## src/rtl/etherparse_axis_pkg.sv

```systemverilog
// Shared types for the AXI-stream ingress buffer: FSM states, default widths and beat payload.
package etherparse_axis_pkg;

   localparam int unsigned DATA_W = 64;
   localparam int unsigned USER_W = 1;
   localparam int unsigned KEEP_W = DATA_W / 8;

   typedef enum logic {
      PASS = 1'b0,
      DROP = 1'b1
   } ingress_state_e;

   // Beat payload at the default widths; the top re-declares it with its own parameters.
   typedef struct packed {
      logic [DATA_W-1:0] data;
      logic [KEEP_W-1:0] keep;
      logic              last;
      logic [USER_W-1:0] user;
      logic              err;
   } beat_t;

endpackage

```

## src/rtl/axis_sync_fifo.sv

```systemverilog
// Generic synchronous FIFO of DEPTH x WIDTH; occupancy counter drives full/empty.
module axis_sync_fifo #(
   parameter int unsigned WIDTH = 8,
   parameter int unsigned DEPTH = 16
) (
   input  logic                     clk,
   input  logic                     rst,
   input  logic                     wr,
   input  logic [WIDTH-1:0]         wr_data,
   input  logic                     rd,
   output logic [WIDTH-1:0]         rd_data,
   output logic                     full,
   output logic                     empty,
   output logic [$clog2(DEPTH):0]   count
);

   localparam int unsigned PTR_W = $clog2(DEPTH);
   localparam int unsigned CNT_W = PTR_W + 1;

   logic [WIDTH-1:0] mem [DEPTH];
   logic [PTR_W-1:0] wr_ptr;
   logic [PTR_W-1:0] rd_ptr;
   logic             do_wr;
   logic             do_rd;

   assign do_wr   = wr & ~full;
   assign do_rd   = rd & ~empty;
   assign full    = (count == CNT_W'(DEPTH));
   assign empty   = (count == '0);
   assign rd_data = mem[rd_ptr];

   // Storage array; no reset needed, validity is tracked by count.
   always_ff @(posedge clk) begin
      if (do_wr) mem[wr_ptr] <= wr_data;
   end

   // Pointers wrap naturally at DEPTH; count tracks occupancy.
   always_ff @(posedge clk or posedge rst) begin
      if (rst) begin
         wr_ptr <= '0;
         rd_ptr <= '0;
         count  <= '0;
      end else begin
         if (do_wr) wr_ptr <= wr_ptr + PTR_W'(1);
         if (do_rd) rd_ptr <= rd_ptr + PTR_W'(1);
         case ({do_wr, do_rd})
            2'b10:   count <= count + CNT_W'(1);
            2'b01:   count <= count - CNT_W'(1);
            default: count <= count;
         endcase
      end
   end

endmodule

```

## src/rtl/axis_ingress_buf.sv

```systemverilog
// Buffered AXI-stream ingress: FIFO decoupling plus max-frame-length truncation.
// Optional statistics counters enabled by defining AXIS_INGRESS_STATS_EN.
module axis_ingress_buf
   import etherparse_axis_pkg::*;
#(
   parameter int unsigned DATA_WIDTH = 64,
   parameter int unsigned USER_WIDTH = 1,
   parameter int unsigned DEPTH      = 16,
   parameter int unsigned MAX_BEATS  = 190
) (
   input  logic                      clk,
   input  logic                      rst,
   input  logic [DATA_WIDTH-1:0]     s_tdata,
   input  logic [DATA_WIDTH/8-1:0]   s_tkeep,
   input  logic                      s_tvalid,
   output logic                      s_tready,
   input  logic                      s_tlast,
   input  logic [USER_WIDTH-1:0]     s_tuser,
   output logic [DATA_WIDTH-1:0]     m_tdata,
   output logic [DATA_WIDTH/8-1:0]   m_tkeep,
   output logic                      m_tvalid,
   input  logic                      m_tready,
   output logic                      m_tlast,
   output logic [USER_WIDTH-1:0]     m_tuser,
   output logic                      m_terr,
   output logic [$clog2(DEPTH):0]    fill_level
`ifdef AXIS_INGRESS_STATS_EN
   ,
   output logic [31:0]               stat_frames,
   output logic [31:0]               stat_trunc
`endif
);

   localparam int unsigned KW     = DATA_WIDTH / 8;
   localparam int unsigned BCNT_W = $clog2(MAX_BEATS + 1);

   typedef struct packed {
      logic [DATA_WIDTH-1:0] data;
      logic [KW-1:0]         keep;
      logic                  last;
      logic [USER_WIDTH-1:0] user;
      logic                  err;
   } ing_beat_t;

   localparam int unsigned BEAT_W = $bits(ing_beat_t);

   ingress_state_e    state;
   ingress_state_e    state_nxt;
   logic [BCNT_W-1:0] beat_cnt;
   logic [BCNT_W-1:0] beat_cnt_nxt;
   ing_beat_t         wr_beat;
   ing_beat_t         rd_beat;
   logic              accept;
   logic              wr_en;
   logic              truncate;
   logic              full;
   logic              empty;
   logic              rd_en;

   // DROP sinks beats regardless of FIFO space; PASS only takes beats it can store.
   assign s_tready = ~rst & ((state == DROP) | ~full);
   assign accept   = s_tvalid & s_tready;
   assign m_tvalid = ~empty;
   assign rd_en    = m_tvalid & m_tready;

   axis_sync_fifo #(
      .WIDTH (BEAT_W),
      .DEPTH (DEPTH)
   ) u_fifo (
      .clk     (clk),
      .rst     (rst),
      .wr      (wr_en),
      .wr_data (wr_beat),
      .rd      (rd_en),
      .rd_data (rd_beat),
      .full    (full),
      .empty   (empty),
      .count   (fill_level)
   );

   // Egress payload held at zero whenever no beat is offered.
   assign m_tdata = m_tvalid ? rd_beat.data : '0;
   assign m_tkeep = m_tvalid ? rd_beat.keep : '0;
   assign m_tlast = m_tvalid ? rd_beat.last : 1'b0;
   assign m_tuser = m_tvalid ? rd_beat.user : '0;
   assign m_terr  = m_tvalid ? rd_beat.err  : 1'b0;

   // State and beat counter registers.
   always_ff @(posedge clk or posedge rst) begin
      if (rst) begin
         state    <= PASS;
         beat_cnt <= '0;
      end else begin
         state    <= state_nxt;
         beat_cnt <= beat_cnt_nxt;
      end
   end

   // Next state, beat counting and truncation of oversize frames.
   always_comb begin
      state_nxt    = state;
      beat_cnt_nxt = beat_cnt;
      wr_en        = 1'b0;
      truncate     = 1'b0;
      wr_beat      = '{data: s_tdata, keep: s_tkeep, last: s_tlast, user: s_tuser, err: 1'b0};
      case (state)
         PASS: begin
            if (accept) begin
               wr_en = 1'b1;
               if (s_tlast) begin
                  beat_cnt_nxt = '0;
               end else if (beat_cnt == BCNT_W'(MAX_BEATS - 1)) begin
                  truncate     = 1'b1;
                  wr_beat.last = 1'b1;
                  wr_beat.err  = 1'b1;
                  beat_cnt_nxt = '0;
                  state_nxt    = DROP;
               end else begin
                  beat_cnt_nxt = beat_cnt + BCNT_W'(1);
               end
            end
         end
         DROP: begin
            if (accept && s_tlast) state_nxt = PASS;
         end
      endcase
   end

`ifdef AXIS_INGRESS_STATS_EN
   // Frame and truncation counters; both wrap at 2^32.
   always_ff @(posedge clk or posedge rst) begin
      if (rst) begin
         stat_frames <= '0;
         stat_trunc  <= '0;
      end else begin
         if (wr_en && wr_beat.last) stat_frames <= stat_frames + 32'd1;
         if (truncate)              stat_trunc  <= stat_trunc + 32'd1;
      end
   end
`endif

endmodule
```

## config.mk

```make
export PLATFORM = sky130hd
export DESIGN_NAME = axis_ingress_buf
export DESIGN_NICKNAME = d
export VERILOG_FILES = /design/src/rtl/etherparse_axis_pkg.sv /design/src/rtl/axis_sync_fifo.sv /design/src/rtl/axis_ingress_buf.sv
export SDC_FILE = /design/constraint.sdc
export NUM_CORES = 1
export LEC_CHECK = 0
export CELL_PAD_IN_SITES_DETAIL_PLACEMENT = 1
export CELL_PAD_IN_SITES_GLOBAL_PLACEMENT = 2
export CORE_MARGIN = 2
export CORE_UTILIZATION = 53
export DETAILED_ROUTE_END_ITERATION = 8
export HOLD_SLACK_MARGIN = 0.06
export PLACE_DENSITY = 0.9
export SYNTH_ARGS = -nofsm -noshare
export SYNTH_HDL_FRONTEND = slang
export SYNTH_SLANG_ARGS = --single-unit
```

## constraint.sdc

```tcl
create_clock -name clk -period 6.8 [get_ports clk]
set_input_delay 1.36 -clock clk [delete_from_list [all_inputs] [get_ports clk]]
set_output_delay 1.36 -clock clk [all_outputs]
set_load 0.01 [all_outputs]
```

### Yosys cells after proc, flatten, opt, wreduce, memory -nomap -nowiden

Memory sizes are Yosys's and may differ from the RTL's.
Index checks and enable logic that the tools add are counted.

| cells by class | value |
|---|---|
| $add $sub $neg | 5 |
| equal/unequal tests | 4 |
| multiplexer cells | 21 |
| bitwise gates (word level) | 10 |
| reductions and logical operators | 4 |

Operators with widths:

| operator | number |
|---|---|
| 64-bit two-way mux | 1 |
| 8-bit two-way mux | 3 |
| 1-bit two-way mux | 15 |
| 5-bit one-hot mux with 2 select lines | 1 |
| 4-bit by 1-bit adder with 4-bit output (second input constant) | 2 |
| 8-bit by 1-bit adder with 8-bit output (second input constant) | 1 |
| 8-bit == test (second input constant) | 1 |
| 5-bit by 1-bit adder with 5-bit output (second input constant) | 1 |
| 1-bit AND | 5 |
| 5-bit == test (second input constant) | 1 |
| 5-bit zero test | 1 |
| 5-bit by 1-bit subtractor with 5-bit output (second input constant) | 1 |
| 1-bit inverter | 4 |
| 2-bit by 1-bit == test with 1-bit output (second input constant) | 1 |
| 2-bit == test (second input constant) | 1 |
| 1-bit one-hot mux with 2 select lines | 1 |
| 2-bit AND reduction | 1 |
| 2-bit nonzero test | 1 |
| 1-bit logical AND | 1 |
| 1-bit OR | 1 |

| storage, ports and cells | value |
|---|---|
| flip-flop bits (word level) | 22 |
| RAM bits | 1200 |
| bits of input ports | 78 |
| output and inout bits | 82 |
| word-level logic and storage cells | 50 |
| memories | 1 |

Memories:

| memory | depth | bits a word | rd ports | clocked after memory_dff | write ports | RTL line | text |
|---|---|---|---|---|---|---|---|
| u_fifo.mem | 16 | 75 | 1 | 0 | 1 | axis_sync_fifo.sv:20 | `logic [WIDTH-1:0] mem [DEPTH];` |

### Logic depth before layout (Yosys ltp)

Gate-level depths: netlist of the first run.

| depth | value |
|---|---|
| word-level depth | 10 |
| mapped depth | 13 |
| mapped depth without buffers | 11 |

### Cells and area by module

A second synthesis of the first run with hierarchy kept.

| unflattened totals | value |
|---|---|
| cell total of the unflattened synthesis | 2462 |
| area total of the unflattened synthesis | 47842.1 µm² |

Modules (own cells, without submodules):

| module | instances | cells an instance | area an instance (µm²) | sequential area each (µm²) |
|---|---|---|---|---|
| axis_sync_fifo | 1 | 2320 | 46786.1 | 36359.9 |
| axis_ingress_buf | 1 | 142 | 1056.0 | 225.2 |

### Worst setup path after synthesis of the first run

OpenSTA, ideal clock, no wires.

| timing | value |
|---|---|
| path type | input -> register |
| start point | input port rst |
| end point | memory u_fifo.mem[4][0] in the netlist's numbering (enable) |
| setup time | 441 ps |
| arrival time | 3937 ps |
| required time | 6359 ps |
| setup slack | 2422 ps |
| cell stages on the path | 5 |
| buffers on the path | 0 |
| cells stage by stage | nand2b_1 -> a211oi_2 -> inv_2 -> nor3b_1 -> and2_1 |

| between the ends | value |
|---|---|
| word-level cells in the longest chain between the ends | 8 |

Ends and longest elaborated chain:

| element | RTL line | text |
|---|---|---|
| from (decl) | axis_ingress_buf.sv:12 | `input logic rst,` |
| 1-bit inverter | axis_ingress_buf.sv:61 | `assign s_tready = ~rst & ((state == DROP) \| ~full);` |
| 1-bit AND | axis_ingress_buf.sv:61 |  |
| 1-bit AND | axis_ingress_buf.sv:62 | `assign accept = s_tvalid & s_tready;` |
| 1-bit two-way mux | axis_ingress_buf.sv:108 | `if (accept) begin` |
| 1-bit two-way mux | axis_ingress_buf.sv:106 | `case (state)` |
| 1-bit AND | axis_sync_fifo.sv:26 | `assign do_wr = wr & ~full;` |
| 1-bit two-way mux | axis_sync_fifo.sv:34 | `if (do_wr) mem[wr_ptr] <= wr_data;` |
| 1-bit two-way mux (not written as such) | axis_sync_fifo.sv:34 |  |
| to (decl) | axis_sync_fifo.sv:20 |  |

No other way between the ends.

### Final worst setup path of the first run

| timing | value |
|---|---|
| start point | register u_fifo.rd_ptr[0] |
| end point | output port m_tuser |

| between the ends | value |
|---|---|
| word-level cells in the longest chain between the ends | 2 |

Ends and longest elaborated chain:

| element | RTL line | text |
|---|---|---|
| from (decl) | axis_sync_fifo.sv:22 | `logic [PTR_W-1:0] rd_ptr;` |
| from (signal assigned) | axis_sync_fifo.sv:45 | `if (do_rd) rd_ptr <= rd_ptr + PTR_W'(1);` |
| memory read 16 x 75 bit | -- |  |
| 1-bit two-way mux | axis_ingress_buf.sv:85 | `assign m_tuser = m_tvalid ? rd_beat.user : '0;` |
| to (decl) | axis_ingress_buf.sv:24 | `output logic [USER_WIDTH-1:0] m_tuser,` |

No other way between the ends.

==> flow_summary.rst, run 1 <==
.. list-table::
   :header-rows: 1

   * - Metric
     - Value
   * - Most area-consuming cells after synthesis
     - sky130_fd_sc_hd__edfxtp_1 (78%), sky130_fd_sc_hd__mux4_2 (14%), sky130_fd_sc_hd__a22oi_1 (2.5%)
   * - TritonCTS clock tree
     - yes
   * - Clock buffer count from CTS
     - 114
   * - Starting Density
     - 53.5%
   * - Cell with the largest stage delay on the worst path
     - sky130_fd_sc_hd__nor2_4
   * - Utilization of the core after routing
     - 61.2%
   * - Final hold slack
     - 0.574 ns
   * - Final Slew Violations
     - 0
   * - Highest Clock Rate
     - 182 MHz
   * - Dominant register cell in the synthesized netlist
     - sky130_fd_sc_hd__edfxtp_1
   * - Via count normalized by instance count
     - 6.58
   * - Setup TNS
     - 0 ns
   * - Placed wire-length estimate
     - 62700 um
   * - Clock skew after layout
     - 0.0390 ns
   * - Reported leakage power
     - 16.5 nW
   * - Pin count of the biggest net entering global routing
     - 72
   * - Worst slew pin tran
     - 1.21 ns
   * - WL/cell
     - 34.4 um
   * - Rows
     - 108
   * - Synthesized area
     - 0.0463 mm2
   * - Horizontal die dimension
     - 300 um
   * - Worst-path clk slew
     - 0.06 ns
   * - Most instantiated library cell after synthesis
     - sky130_fd_sc_hd__edfxtp_1
   * - Global-route wire length before repair
     - 175000 um
   * - Number of DRC markers after the initial detailed-route iteration
     - 2834
   * - Total I/O pin count
     - 160
   * - Data arrival time of the critical path
     - 4.15 ns
   * - Routability-driven placement congestion ratio
     - 0.753
   * - VDD IR max
     - 279 uV
   * - Post-DRT Antenna Nets
     - 0
   * - Number of remaining DRC errors
     - 0
   * - Area share of the largest cell type after synthesis
     - 77.8%
   * - Total of max-cap violations
     - 0
   * - Vias in the first global route
     - 24800
   * - Startpoint Class
     - flip-flop
   * - Number of buffer cells added on primary ports
     - 159
   * - Synth async-reset ratio
     - 1.80%
   * - Synthesized flop and latch total
     - 1222
   * - RSZ-0062 raised after global routing
     - false
   * - Result of the run
     - complete, no violations
   * - Power per standard cell area
     - 413 mW/mm2
   * - Largest stage delay, worst path
     - 0.89 ns
   * - Resized cells post-CTS
     - 0
   * - Maximum buffer depth of the clock tree
     - 3
   * - Number of distinct library cells after synthesis
     - 44
   * - Clock H-tree levels
     - 3
   * - GRT overflow
     - 0
   * - Count of hold-fix buffers inserted at cts
     - 0
   * - Hold/Removal Path Class
     - flip-flop to flip-flop
   * - CTS Root Buffer Type
     - sky130_fd_sc_hd__clkbuf_16
   * - Kind of capture point of the worst setup path
     - output pin
   * - Total Nets Final
     - 2300
   * - Mean post-synth cell area
     - 23.2 um2
   * - Area added between synthesis and finish
     - 14.5%
   * - Area of the die
     - 0.0898 mm2
   * - Routed wire length
     - 119000 um
   * - Syn Nets
     - 2087
   * - Critical-path maximum fanout
     - 26
   * - Ys Warns
     - 0
   * - Final setup margin
     - 1.29 ns
   * - Layout fillers
     - 7012
   * - Max-slew headroom
     - 19.4%
   * - Antenna violations before repair
     - 4
   * - Dominant cell type by area after synthesis
     - sky130_fd_sc_hd__edfxtp_1
   * - Pwr Total
     - 21.9 mW
   * - Final worst-path cycle share
     - 81.0%
   * - Critical-path cell list
     - inv_1, nor2_4, buf_4, a22oi_1, a21oi_1, clkdlybuf4s50_1
   * - Sequential share of the synthesized area
     - 79.0%
   * - Post-CTS setup repair buffer count
     - 0
   * - Core area
     - 0.0866 mm2
   * - Finish-stage setup viols
     - 0
   * - Fraction of final layout cells sized beyond drive strength 1
     - 23.4%
   * - Number of hold violations in the final report
     - 0
   * - Setup slack at placement
     - 1.70 ns
   * - Detailed-route via count
     - 22800
   * - Required time of the worst setup path
     - 5.44 ns
   * - Count of flip-flops with a built-in enable after synthesis
     - 1200
   * - Overall fraction of global-route tracks in use
     - 27.1%
   * - Chip Height
     - 300 um
   * - Clock period minus worst slack
     - 5.51 ns
   * - Number of standard cells after synthesis
     - 1999
   * - Count of TritonRoute iterations in the first routing pass
     - 5
   * - Clk sink count
     - 1222
   * - Most instantiated cells after synthesis
     - sky130_fd_sc_hd__edfxtp_1 (1200), sky130_fd_sc_hd__mux4_2 (296), sky130_fd_sc_hd__a22oi_1 (153)
   * - Clock latency at the later pin of the worst-skew pair
     - 0.73 ns
   * - Class of the most critical setup path
     - flip-flop to output pin
[logic make-up (layout without fill, tap and decap cells)]
| group | after synthesis | count (layout) | share of synthesized area, % |
|---|---|---|---|
| other cells | 0 | 1 | 0 |
| compound gates | 256 | 256 | 3.67 |
| buf+inv | 123 | 435 | 1.30 |
| xor+xnor | 12 | 12 | 0.227 |
| mux | 306 | 306 | 14.6 |
| fa+ha+maj | 10 | 10 | 0.270 |
| simple gates | 70 | 70 | 0.911 |
| flops | 1222 | 1222 | 79.0 |
[sequential cells by signal, summed over array words and instances, names as in the netlist]
| name | flops |
|---|---|
| u_fifo.wr_ptr | 4 |
| state | 1 |
| u_fifo.count | 5 |
| u_fifo.rd_ptr | 4 |
| beat_cnt | 8 |
| u_fifo.mem | 1200 |
[layout by cell type, fill, tap and decap left out, types with 7 or more instances in the layout]
cell type,netlist,layout
sky130_fd_sc_hd__nand3_1,9,9
sky130_fd_sc_hd__and2_4,1,14
sky130_fd_sc_hd__clkbuf_16,0,116
sky130_fd_sc_hd__mux4_2,296,296
sky130_fd_sc_hd__xnor2_1,7,7
sky130_fd_sc_hd__a21oi_1,82,82
sky130_fd_sc_hd__inv_1,9,9
sky130_fd_sc_hd__dfrtp_1,22,20
sky130_fd_sc_hd__clkdlybuf4s50_1,0,159
sky130_fd_sc_hd__buf_12,0,9
sky130_fd_sc_hd__edfxtp_1,1200,1200
sky130_fd_sc_hd__ha_1,10,10
sky130_fd_sc_hd__mux2i_1,8,8
sky130_fd_sc_hd__buf_4,22,41
sky130_fd_sc_hd__a22oi_1,153,153
sky130_fd_sc_hd__clkinv_2,0,18
sky130_fd_sc_hd__clkinv_1,0,31
sky130_fd_sc_hd__clkinvlp_4,0,11
sky130_fd_sc_hd__clkbuf_1,49,21
[routing by layer]
layer  vias to the layer above  track usage (%)  part of all wire, %
met3                       237             5.20                  8.4
met2                      1408             44.6                   51
met4                         6             10.5                  3.2
met1                     12100             36.4                   37
met5                         -                0                0.038
li1                       9032                -                    -
[layout make-up]
type / count / area (um2) / share of cell area [%]
clock inverters: 76 / 631 / 1.19
diodes: 1 / 2.50 / 0.00472
multi-input cells: 654 / 9200 / 17.4
clock buffers: 139 / 3010 / 5.68
repair buffers: 209 / 2080 / 3.92
flip-flops and latches: 1222 / 36600 / 69.0
well taps: 1155 / 1450 / 2.73
inverters: 11 / 41.3 / 0.0779
[stage by stage]
stage / instance area, um2 / instances
2_1_floorplan: 46300 / 1999
3_3_place_gp: 49400 / 3251
3_5_place_dp: 49400 / 3251
4_1_cts: 53000 / 3466
5_1_grt: 53000 / 3467
6_report: 53000 / 3467
[worst max-delay path: cells and delay by family, from the launching register on]
kind	cells	cell delay (ns)
buffers and inverters	3	1.34
AND/OR/NAND/NOR	1	0.89
AO/OA/AOI/OAI	2	0.67
flip-flops	1	0.54
[path summary, 6_finish.rpt]
check | slack, ns | endpoint | start | depth (start not counted)
worst max register to register | 2.98 | u_fifo.mem[5][36] | u_fifo.count[2] | 6
worst min-delay path | 0.57 | beat_cnt[3] | beat_cnt[3] | 1
min in group asynchronous | 1.28 | u_fifo.rd_ptr[2] | rst | 2
max in group asynchronous | 4.76 | u_fifo.rd_ptr[3] | rst | 2
worst max-delay path | 1.29 | m_tuser | u_fifo.rd_ptr[0] | 6
worst min register to register | 0.57 | beat_cnt[3] | beat_cnt[3] | 1
[power breakdown]
part,internal (mW),switching [mW],leakage [nW]
clock network,3.39,2.87,1.74
registers,8.70,0.321,11.1
logic,3.09,3.51,3.60
(Power assumes the default switching activity.)
==> inputs of run 2 (changes only) <==
--- a/config.mk
+++ b/config.mk
@@ -8,10 +8,10 @@
 export CELL_PAD_IN_SITES_DETAIL_PLACEMENT = 1
 export CELL_PAD_IN_SITES_GLOBAL_PLACEMENT = 2
 export CORE_MARGIN = 2
-export CORE_UTILIZATION = 53
+export CORE_UTILIZATION = 49
 export DETAILED_ROUTE_END_ITERATION = 8
 export HOLD_SLACK_MARGIN = 0.06
-export PLACE_DENSITY = 0.9
+export PLACE_DENSITY = 0.85
 export SYNTH_ARGS = -nofsm -noshare
 export SYNTH_HDL_FRONTEND = slang
 export SYNTH_SLANG_ARGS = --single-unit
==> constraint.sdc (replaced) <==
create_clock -name clk -period 5.6 [get_ports clk]
set_input_delay 1.12 -clock clk [delete_from_list [all_inputs] [get_ports clk]]
set_output_delay 1.12 -clock clk [all_outputs]
set_load 0.01 [all_outputs]
==> run 2 against run 1 <==
Compared with the run above:
- count of clock-buffer cells in the layout is 12 higher
- register-to-register slack worse by 1.1 ns
- clock skew is 0.011 ns lower
- largest cell class unchanged
- largest power group unchanged
==> flow_summary.rst, run 2 (synthesized netlist as in run 1, its figures left out) <==
.. list-table::
   :header-rows: 1

   * - Metric
     - Value
   * - Post-DRT Antenna Nets
     - 0
   * - CTS Root Buffer Type
     - sky130_fd_sc_hd__clkbuf_16
   * - Start point of the critical path
     - u_fifo.rd_ptr[3]
   * - Top Family by Delay on Critical Path
     - buffers and inverters
   * - Clock latency at the later pin of the worst-skew pair
     - 0.72 ns
   * - Area added between synthesis and finish
     - 15.8%
   * - Detailed-route via count
     - 22500
   * - Capture instance of the worst register-to-register path
     - u_fifo.count[4]
   * - Hold/Removal Path Class
     - flip-flop to flip-flop
   * - Vias in the first global route
     - 24600
   * - Largest stage delay, worst path
     - 1.14 ns
   * - Sequential group share of total power
     - 40.8%
   * - Chip Height
     - 311 um
   * - Resized cells post-CTS
     - 0
   * - Total I/O pin count
     - 160
   * - Pwr Total
     - 26.8 mW
   * - Clock skew after layout
     - 0.0279 ns
   * - Rows
     - 112
   * - Reported leakage power
     - 16.7 nW
   * - Clock H-tree levels
     - 3
   * - WP depth
     - 5
   * - Layout Cells excl Fill
     - 3591
   * - Power per standard cell area
     - 500 mW/mm2
   * - Worst-path clk slew
     - 0.06 ns
   * - Class of the most critical setup path
     - flip-flop to output pin
   * - Final hold slack
     - 0.557 ns
   * - Clk network pwr share
     - 29.4%
   * - Placed wire-length estimate
     - 62700 um
   * - Global-route wire length before repair
     - 170000 um
   * - Register name with the most flops
     - u_fifo.mem
   * - Clock buffer count from CTS
     - 119
   * - Finish-stage setup viols
     - 0
   * - Reg area
     - 0.0366 mm2
   * - TritonCTS clock tree
     - yes
   * - Post-CTS setup repair buffer count
     - 0
   * - Number of hold violations in the final report
     - 0
   * - Critical-path maximum fanout
     - 69
   * - R2R Setup Slk
     - 1.85 ns
   * - Bufs and invs on worst path
     - 2
   * - Cell area after placement
     - 0.0498 mm2
   * - Via count normalized by instance count
     - 6.26
   * - WL/cell
     - 32.1 um
   * - Count of TritonRoute iterations in the first routing pass
     - 5
   * - Number of DRC markers after the initial detailed-route iteration
     - 2447
   * - Internal power contribution
     - 18.8 mW
   * - Max-slew headroom
     - 27.1%
   * - Clk sink count
     - 1222
   * - Core area
     - 0.0935 mm2
   * - GRT overflow
     - 0
   * - Pin count of the biggest net entering global routing
     - 70
   * - Logic pwr share
     - 29.8%
   * - Horizontal die dimension
     - 311 um
   * - Area used by multi-input combinational logic
     - 0.00920 mm2
   * - Startpoint of the worst register-to-register path
     - u_fifo.count[1]
   * - Routability-driven placement congestion ratio
     - 0.737
   * - Maximum buffer depth of the clock tree
     - 3
   * - Starting Density
     - 49.5%
   * - Startpoint of the lowest-slack hold path
     - u_fifo.wr_ptr[2]
   * - Post-Layout Inst Area
     - 0.0536 mm2
   * - Required time of the worst setup path
     - 4.48 ns
   * - Worst slew pin tran
     - 1.09 ns
   * - Setup slack at placement
     - 1.24 ns
   * - Fraction of final layout cells sized beyond drive strength 1
     - 24.2%
   * - Number of buffer cells added on primary ports
     - 159
   * - Number of remaining DRC errors
     - 0
   * - Result of the run
     - complete, no violations
   * - Cell count after placement
     - 3369
   * - Overall fraction of global-route tracks in use
     - 24.0%
   * - Number of cells traversed by the worst hold path
     - 1
   * - Layout fillers
     - 7805
   * - Total Nets Final
     - 2324
   * - Routed wire length
     - 115000 um
   * - Switching power summed over all nets
     - 7.95 mW
   * - Final setup margin
     - 0.563 ns
   * - Flip-flop count of the largest register after layout
     - 1200
   * - Setup TNS
     - 0 ns
   * - Clock period minus worst slack
     - 5.04 ns
   * - Critical Path Sink
     - m_tdata[61]
   * - VDD IR max
     - 278 uV
   * - Antenna violations before repair
     - 9
   * - Leading cell types in the layout, fill and taps excluded
     - sky130_fd_sc_hd__edfxtp_1 (1200), sky130_fd_sc_hd__mux4_2 (296), sky130_fd_sc_hd__clkdlybuf4s50_1 (159)
   * - Final worst-path cycle share
     - 89.9%
   * - Critical-path cell list
     - buf_4, mux4_2, a22oi_1, a21oi_1, clkdlybuf4s50_1
   * - Cell with the largest stage delay on the worst path
     - sky130_fd_sc_hd__dfrtp_4
   * - Kind of capture point of the worst setup path
     - output pin
   * - Total of max-cap violations
     - 0
   * - Data arrival time of the critical path
     - 3.92 ns
   * - Regs by FF count
     - u_fifo.mem: 1200 flops, beat_cnt: 8 flops, u_fifo.count: 5 flops
   * - Final Slew Violations
     - 0
   * - Count of hold-fix buffers inserted at cts
     - 0
   * - Utilization of the core after routing
     - 57.4%
   * - Worst Reg2Reg Path Length in Cells
     - 12
   * - Area of the die
     - 0.0970 mm2
   * - Most frequent standard cell in the layout excluding fill and tap cells
     - sky130_fd_sc_hd__edfxtp_1
   * - Startpoint Class
     - flip-flop
   * - Highest Clock Rate
     - 199 MHz
   * - Switching part of the total
     - 29.7%
   * - RSZ-0062 raised after global routing
     - false
[run 2: area by class of cell]
type                            count  share of cell area [%]
Antenna cell                        3                  0.0140
Clock buffer                      151                    5.78
Clock inverter                     68                    1.32
Inverter                           11                  0.0770
Multi-Input combinational cell    654                    17.2
Sequential cell                  1222                    68.2
Tap cell                         1254                    2.93
Timing Repair Buffer              228                    4.52
[run 2: per-layer routing]
metal | wire length (um) | track usage [%]
met1 | 44100 | 31.5
met2 | 59900 | 41.1
met3 | 8020 | 4.23
met4 | 3030 | 7.29
met5 | 44 | 0
[run 2: how the worst min path moves through the flow]
stage / to / slack, ns
after floorplan: beat_cnt[3] / 0.50
after global placement: beat_cnt[7] / 0.54
after detailed placement: u_fifo.wr_ptr[2] / 0.56
after CTS: u_fifo.wr_ptr[2] / 0.56
after global routing: u_fifo.wr_ptr[2] / 0.59
final: u_fifo.wr_ptr[2] / 0.56
[run 2: power groups by stage]
stage | Combinational [mW] | Sequential [mW] | Clock [mW]
3_5_place_dp | 8.05 | 11.1 | 0
6_report | 7.99 | 10.9 | 7.88
4_1_cts | 8.12 | 10.9 | 8.00
5_1_grt | 8.48 | 11.0 | 8.29
3_3_place_gp | 7.87 | 11.1 | 0
2_1_floorplan | 4.92 | 10.9 | 0
==> inputs of run 3 (changes only) <==
--- a/config.mk
+++ b/config.mk
@@ -12,6 +12,7 @@
 export DETAILED_ROUTE_END_ITERATION = 8
 export HOLD_SLACK_MARGIN = 0.06
 export PLACE_DENSITY = 0.85
+export SKIP_CTS_REPAIR_TIMING = 1
 export SYNTH_ARGS = -nofsm -noshare
 export SYNTH_HDL_FRONTEND = slang
 export SYNTH_SLANG_ARGS = --single-unit
==> results of run 3 <==
Same layout as run 2: the final DEF is identical, and so are final timing and power.
